### src/rtl/desplazamiento_pkg.sv
// Shared types and defaults for the note-scroll block: FSM states,
// default parameters and the modular pixel-step helper.
package desplazamiento_pkg;

  typedef enum logic [1:0] {
    REPOSO   = 2'd0,
    MOVIENDO = 2'd1,
    FIN      = 2'd2
  } estado_t;

  localparam int PASO_PIXELES_DEF   = 4;
  localparam int TICKS_POR_NOTA_DEF = 8;
  localparam int ANCHO_PANTALLA_DEF = 640;
  localparam int PROFUNDIDAD_DEF    = 4;

  // One step of the offset, modulo ancho. ancho is a multiple of
  // paso, so a wrap always lands exactly on 0 or ancho-paso.
  function automatic logic [9:0] mover(
    input logic [9:0]  pos,
    input logic        der,
    input logic [9:0]  paso,
    input logic [10:0] ancho
  );
    logic [10:0] suma;
    suma = {1'b0, pos} + {1'b0, paso};
    if (der)
      mover = (suma >= ancho) ? 10'd0 : suma[9:0];
    else if (pos < paso)
      mover = 10'(ancho - {1'b0, paso});
    else
      mover = pos - paso;
  endfunction

endpackage

### src/rtl/fifo_direcciones.sv
// 1-bit direction request FIFO, PROFUNDIDAD deep.
// Ports: clock/reset, push_i+dato_i, pop_i, dato_o, lleno_o, vacio_o, cuenta_o.
module fifo_direcciones #(
  parameter int PROFUNDIDAD = 4
) (
  input  logic       clock,
  input  logic       reset,
  input  logic       push_i,
  input  logic       dato_i,
  input  logic       pop_i,
  output logic       dato_o,
  output logic       lleno_o,
  output logic       vacio_o,
  output logic [2:0] cuenta_o
);

  localparam int AW = (PROFUNDIDAD > 1) ? $clog2(PROFUNDIDAD) : 1;

  logic [PROFUNDIDAD-1:0] mem_q;
  logic [AW-1:0]          wr_q;
  logic [AW-1:0]          rd_q;
  logic [2:0]             cuenta_q;
  logic                   wr_en;
  logic                   rd_en;

  function automatic logic [AW-1:0] sig(input logic [AW-1:0] p);
    sig = (p == AW'(PROFUNDIDAD-1)) ? '0 : p + 1'b1;
  endfunction

  // Fullness is judged on the current count, so a push while full
  // is dropped even if a pop happens in the same cycle.
  assign lleno_o  = (cuenta_q == 3'(PROFUNDIDAD));
  assign vacio_o  = (cuenta_q == 3'd0);
  assign wr_en    = push_i && !lleno_o;
  assign rd_en    = pop_i && !vacio_o;
  assign dato_o   = mem_q[rd_q];
  assign cuenta_o = cuenta_q;

  always_ff @(posedge clock or posedge reset) begin
    if (reset) begin
      mem_q    <= '0;
      wr_q     <= '0;
      rd_q     <= '0;
      cuenta_q <= '0;
    end else begin
      if (wr_en) begin
        mem_q[wr_q] <= dato_i;
        wr_q        <= sig(wr_q);
      end
      if (rd_en)
        rd_q <= sig(rd_q);
      cuenta_q <= cuenta_q + 3'(wr_en) - 3'(rd_en);
    end
  end

endmodule

### src/rtl/desplazamiento_notas.sv
// Animated horizontal note scroll: queued left/right requests, each
// moving 32 px over TICKS_POR_NOTA ticks. Ports: clock, reset,
// movimientoIzquierda/Derecha, tick -> desplazamiento, ocupado,
// pasoCompleto, desbordamiento, pendientes.
module desplazamiento_notas
  import desplazamiento_pkg::*;
#(
  parameter int PASO_PIXELES   = PASO_PIXELES_DEF,
  parameter int TICKS_POR_NOTA = TICKS_POR_NOTA_DEF,
  parameter int ANCHO_PANTALLA = ANCHO_PANTALLA_DEF,
  parameter int PROFUNDIDAD    = PROFUNDIDAD_DEF
) (
  input  logic       clock,
  input  logic       reset,
  input  logic       movimientoIzquierda,
  input  logic       movimientoDerecha,
  input  logic       tick,
  output logic [9:0] desplazamiento,
  output logic       ocupado,
  output logic       pasoCompleto,
  output logic       desbordamiento,
  output logic [2:0] pendientes
);

  localparam int CW = $clog2(TICKS_POR_NOTA + 1);

  estado_t       estado_q;
  logic [CW-1:0] cnt_q;
  logic          dir_q;
  logic [9:0]    desp_q;
  logic          ocupado_q;
  logic          paso_q;
  logic          desb_q;

  logic push;
  logic pop;
  logic dato;
  logic lleno;
  logic vacio;

  // Both buttons at once cancel out; the pushed bit is 1 for right.
  assign push = movimientoIzquierda ^ movimientoDerecha;
  assign pop  = (estado_q == REPOSO) && !vacio;

  fifo_direcciones #(
    .PROFUNDIDAD(PROFUNDIDAD)
  ) u_fifo (
    .clock   (clock),
    .reset   (reset),
    .push_i  (push),
    .dato_i  (movimientoDerecha),
    .pop_i   (pop),
    .dato_o  (dato),
    .lleno_o (lleno),
    .vacio_o (vacio),
    .cuenta_o(pendientes)
  );

  always_ff @(posedge clock or posedge reset) begin
    if (reset) begin
      estado_q  <= REPOSO;
      cnt_q     <= '0;
      dir_q     <= 1'b0;
      desp_q    <= '0;
      ocupado_q <= 1'b0;
      paso_q    <= 1'b0;
      desb_q    <= 1'b0;
    end else begin
      desb_q <= push && lleno;
      unique case (estado_q)
        REPOSO: begin
          if (!vacio) begin
            dir_q     <= dato;
            cnt_q     <= '0;
            ocupado_q <= 1'b1;
            estado_q  <= MOVIENDO;
          end
        end
        MOVIENDO: begin
          if (tick) begin
            desp_q <= mover(desp_q, dir_q,
                            10'(PASO_PIXELES),
                            11'(ANCHO_PANTALLA));
            cnt_q  <= cnt_q + 1'b1;
            if (cnt_q == CW'(TICKS_POR_NOTA-1)) begin
              estado_q <= FIN;
              paso_q   <= 1'b1;
            end
          end
        end
        FIN: begin
          paso_q    <= 1'b0;
          ocupado_q <= 1'b0;
          estado_q  <= REPOSO;
        end
        default: estado_q <= REPOSO;
      endcase
    end
  end

  assign desplazamiento = desp_q;
  assign ocupado        = ocupado_q;
  assign pasoCompleto   = paso_q;
  assign desbordamiento = desb_q;

endmodule

### config.mk
export PLATFORM = sky130hd
export DESIGN_NAME = desplazamiento_notas
export DESIGN_NICKNAME = d
export VERILOG_FILES = /design/src/rtl/desplazamiento_pkg.sv /design/src/rtl/fifo_direcciones.sv /design/src/rtl/desplazamiento_notas.sv
export SDC_FILE = /design/constraint.sdc
export NUM_CORES = 1
export LEC_CHECK = 0
export ABC_AREA = 0
export CAP_MARGIN = 10
export CORE_ASPECT_RATIO = 1.1
export CORE_MARGIN = 4
export CORE_UTILIZATION = 30
export DETAILED_ROUTE_END_ITERATION = 6
export PLACE_DENSITY = 0.56
export SLEW_MARGIN = 20
export SYNTH_ARGS = -nofsm -noshare
export SYNTH_HDL_FRONTEND = slang
export SYNTH_HIERARCHICAL = 1
export SYNTH_SLANG_ARGS = --single-unit
### constraint.sdc
create_clock -name clock -period 4.2 [get_ports clock]
set_input_delay 1.05 -clock clock [delete_from_list [all_inputs] [get_ports clock]]
set_output_delay 1.05 -clock clock [all_outputs]
set_load 0.02 [all_outputs]
==> flow_summary.json <==
{
  "ios": 21,
  "core-area_um2": 5910,
  "syn-cell-area_um2": 1880,
  "drc_errors": 0,
  "start_kind": "primary input",
  "critPathMaxFanout": 6,
  "async_flop_share": 1.00,
  "dr.pass1.iters": 4,
  "cts_tree": "yes",
  "period_share": 0.757,
  "slew_violations": 0,
  "syn_avg_cell_area_um2": 9.62,
  "numPlacedInstances": 278,
  "hold_class": "reg2reg",
  "antenna_found_initial": 0,
  "cts_buffers": 5,
  "tightest_slew_ns": 0.734,
  "drtAntennaViolNets": 0,
  "std_cell_rows": 29,
  "first_iter_violations": 108,
  "maxSlewHeadroom": 0.510,
  "post_cts_buffers": 0,
  "finClkSkew_ns": 0.00633,
  "cts_sinks": 29,
  "reg2reg_depth": 11,
  "cts-htree-levels": 2,
  "nets": 224,
  "required_ns": 4.35,
  "power.share.clock": 0.179,
  "fin_ws_ns": 1.02,
  "pwr-share-seq": 0.366,
  "synth_edf_count": 0,
  "dp_hpwl_um": 2520,
  "die_area_um2": 7580,
  "final_cell_mix": "29 x dfrtp_1, 18 x clkdlybuf4s50_1, 16 x nor2_1",
  "port_buffers": 18,
  "yosysWarnings": 6,
  "pre_cts_ws_ns": 0.725,
  "arrival_ns": 3.33,
  "fp.dieH_um": 90.9,
  "post_cts_resize_count": 0,
  "final_util": 0.369,
  "status": "completed",
  "hold_depth": 1,
  "final_common_cell": "dfrtp_1",
  "rsz0062_at_grt": "no",
  "ir_drop_mv": 0.413,
  "min_from": "pasoCompleto",
  "wl_per_cell_um": 12.2,
  "start_util": 0.317,
  "internal-power_w": 0.000980,
  "r2r_end": "u_fifo/cuenta_o[2]",
  "hold_path_end": "pasoCompleto",
  "hold_viol": 0,
  "r2r_setup_slack_ns": 1.60,
  "syn2layout_area_growth_pct": 16.4,
  "final-setup-viol-count": 0,
  "p_comb_frac": 0.455,
  "yosysTopAreaCell": "dfrtp_1",
  "leakage_nw": 0.953,
  "synth_top_cell_area_share": 0.387,
  "die_x_um": 83.4,
  "wl_um": 3480,
  "synthFlopType": "dfrtp_1",
  "max_clock_freq_mhz": 315,
  "insertion_delay_ns": 0.28,
  "cts_root_buffer": "clkbuf_8",
  "path_clk_slew_ns": 0.06,
  "crit_type": "in2reg",
  "period_needed_ns": 3.18,
  "gp_congestion": 0.828,
  "grt_pass1_vias": 1376,
  "grt.total_usage": 0.101,
  "synth_cell_types": 53,
  "vias": 1417,
  "rr_startpoint": "u_fifo/cuenta_o[1]",
  "maxCapViolCount": 0,
  "p_sw_frac": 0.410,
  "drive_above_1_share": 0.0957,
  "yosys-top-cells-area": "dfrtp_1 39%, ha_1 6.7%, nor2_1 3.2%, mux2_1 3.0%, nand2_1 3.0%",
  "grt_pass1_wl_um": 6360,
  "grt_overflow": 0,
  "grt_max_degree": 20,
  "clockBufferDepth": 2,
  "hold_buffers": 0,
  "insertedDiodeCount": 0,
  "p_sw_w": 0.000682,
  "ys_seq_area_frac": 0.387,
  "power_density_nw_per_um2": 762,
  "worst_setup_path_end_kind": "flop",
  "vias_per_cell": 4.95,
  "ys_seq_elements": 29,
  "fin_setup_tns_ns": 0,
  "layout.cells.non_filler": 286,
  "syn_inst": 195
}
## routing by layer
| metal | global-route usage | vias up | part of all wire |
|---|---|---|---|
| met3 | 0.0274 | 8 | 0.038 |
| met2 | 0.153 | 24 | 0.45 |
| met1 | 0.137 | 670 | 0.50 |
| met4 | 0.0368 | 0 | 0.019 |
| li1 | - | 715 | - |
| met5 | 0 | - | 0 |
## critical path: stages
cell             delay (ns)
clkdlybuf4s50_1        0.54
xor2_1                 0.46
nand2_4                0.10
ha_1                   0.31
inv_1                  0.06
ha_1                   0.13
inv_1                  0.05
fa_1                   0.37
xnor2_1                0.14
xnor2_1                0.12
## cells by family (layout without fill, tap and decap cells)
family                   count (synthesis)  in the layout  synth area share
multiplexers                            12             12            0.0767
XOR/XNOR                                 5              5            0.0234
buffers and inverters                   27             40            0.0754
adder cells (fa/ha/maj)                 11             11            0.0774
other                                    1              2           0.00200
flip-flops                              29             29             0.387
AO/OA/AOI/OAI                           39             39             0.141
AND/OR/NAND/NOR                         71             71             0.217
## layout make-up
| class | instances | area (um^2) |
|---|---|---|
| clock buffers | 7 | 86.3 |
| inverters | 14 | 52.6 |
| fillers | 595 | 3730 |
| flip-flops and latches | 29 | 726 |
| repair buffers | 18 | 180 |
| clock inverters | 1 | 30.0 |
| well taps | 77 | 96.3 |
| multi-input cells | 140 | 1010 |
## synth_stat cells, types with 2 or more instances
cell / count
dfrtp_1: 29
nor2_1: 16
nand2_1: 15
inv_1: 14
ha_1: 10
a21oi_1: 8
nand3_1: 6
nor3_1: 6
buf_2: 5
mux2_1: 5
o211ai_1: 5
a21o_1: 4
mux2_2: 4
nand4_1: 4
o22ai_1: 4
and2_1: 3
buf_4: 3
buf_6: 3
nor4_1: 3
o21a_1: 3
o21ai_0: 3
xor2_1: 3
and3b_1: 2
clkbuf_1: 2
mux2i_1: 2
nand2b_1: 2
nor3b_1: 2
o21ai_1: 2
o31ai_1: 2
xnor2_1: 2
## sequential cells by signal, summed over array words and instances, names as in the netlist
name / cells
pasoCompleto: 1
ocupado: 1
desbordamiento: 1
u_fifo/cuenta_o: 3
desplazamiento: 8
u_fifo/mem_q: 4
u_fifo/wr_q: 2
u_fifo/rd_q: 2
dir_q: 1
cnt_q: 4
estado_q: 2
## power groups by stage
stage | Combinational (W) | Clock [W] | Sequential, W
finish | 0.000757 | 0.000298 | 0.000608
global route | 0.000864 | 0.000324 | 0.000643
detailed placement | 0.000767 | 0 | 0.000612
global placement | 0.000763 | 0 | 0.000616
floorplan | 0.000583 | 0 | 0.000593
CTS | 0.000770 | 0.000307 | 0.000609
## worst max-delay path by stage
stage                                 start                 end  slack (ns)  cells after the start
after detailed placement  movimientoDerecha  u_fifo/cuenta_o[2]        0.73                     10
after global routing      movimientoDerecha  u_fifo/cuenta_o[2]        0.81                     10
after CTS                 movimientoDerecha  u_fifo/cuenta_o[2]        1.01                     10
final                     movimientoDerecha  u_fifo/cuenta_o[2]        1.02                     10
after floorplan           movimientoDerecha  u_fifo/cuenta_o[2]        1.41                      9
after global placement    movimientoDerecha  u_fifo/cuenta_o[2]        0.78                     10
## per-stage QoR
step	instance area (um^2)	power [W]	hold slack, ns
2_1_floorplan	1880	0.00118	0.459
3_3_place_gp	2070	0.00138	0.465
3_5_place_dp	2070	0.00138	0.465
4_1_cts	2180	0.00169	0.490
5_1_grt	2180	0.00183	0.516
6_report	2180	0.00166	0.483
No activity file was read; power rests on OpenSTA's default activity.
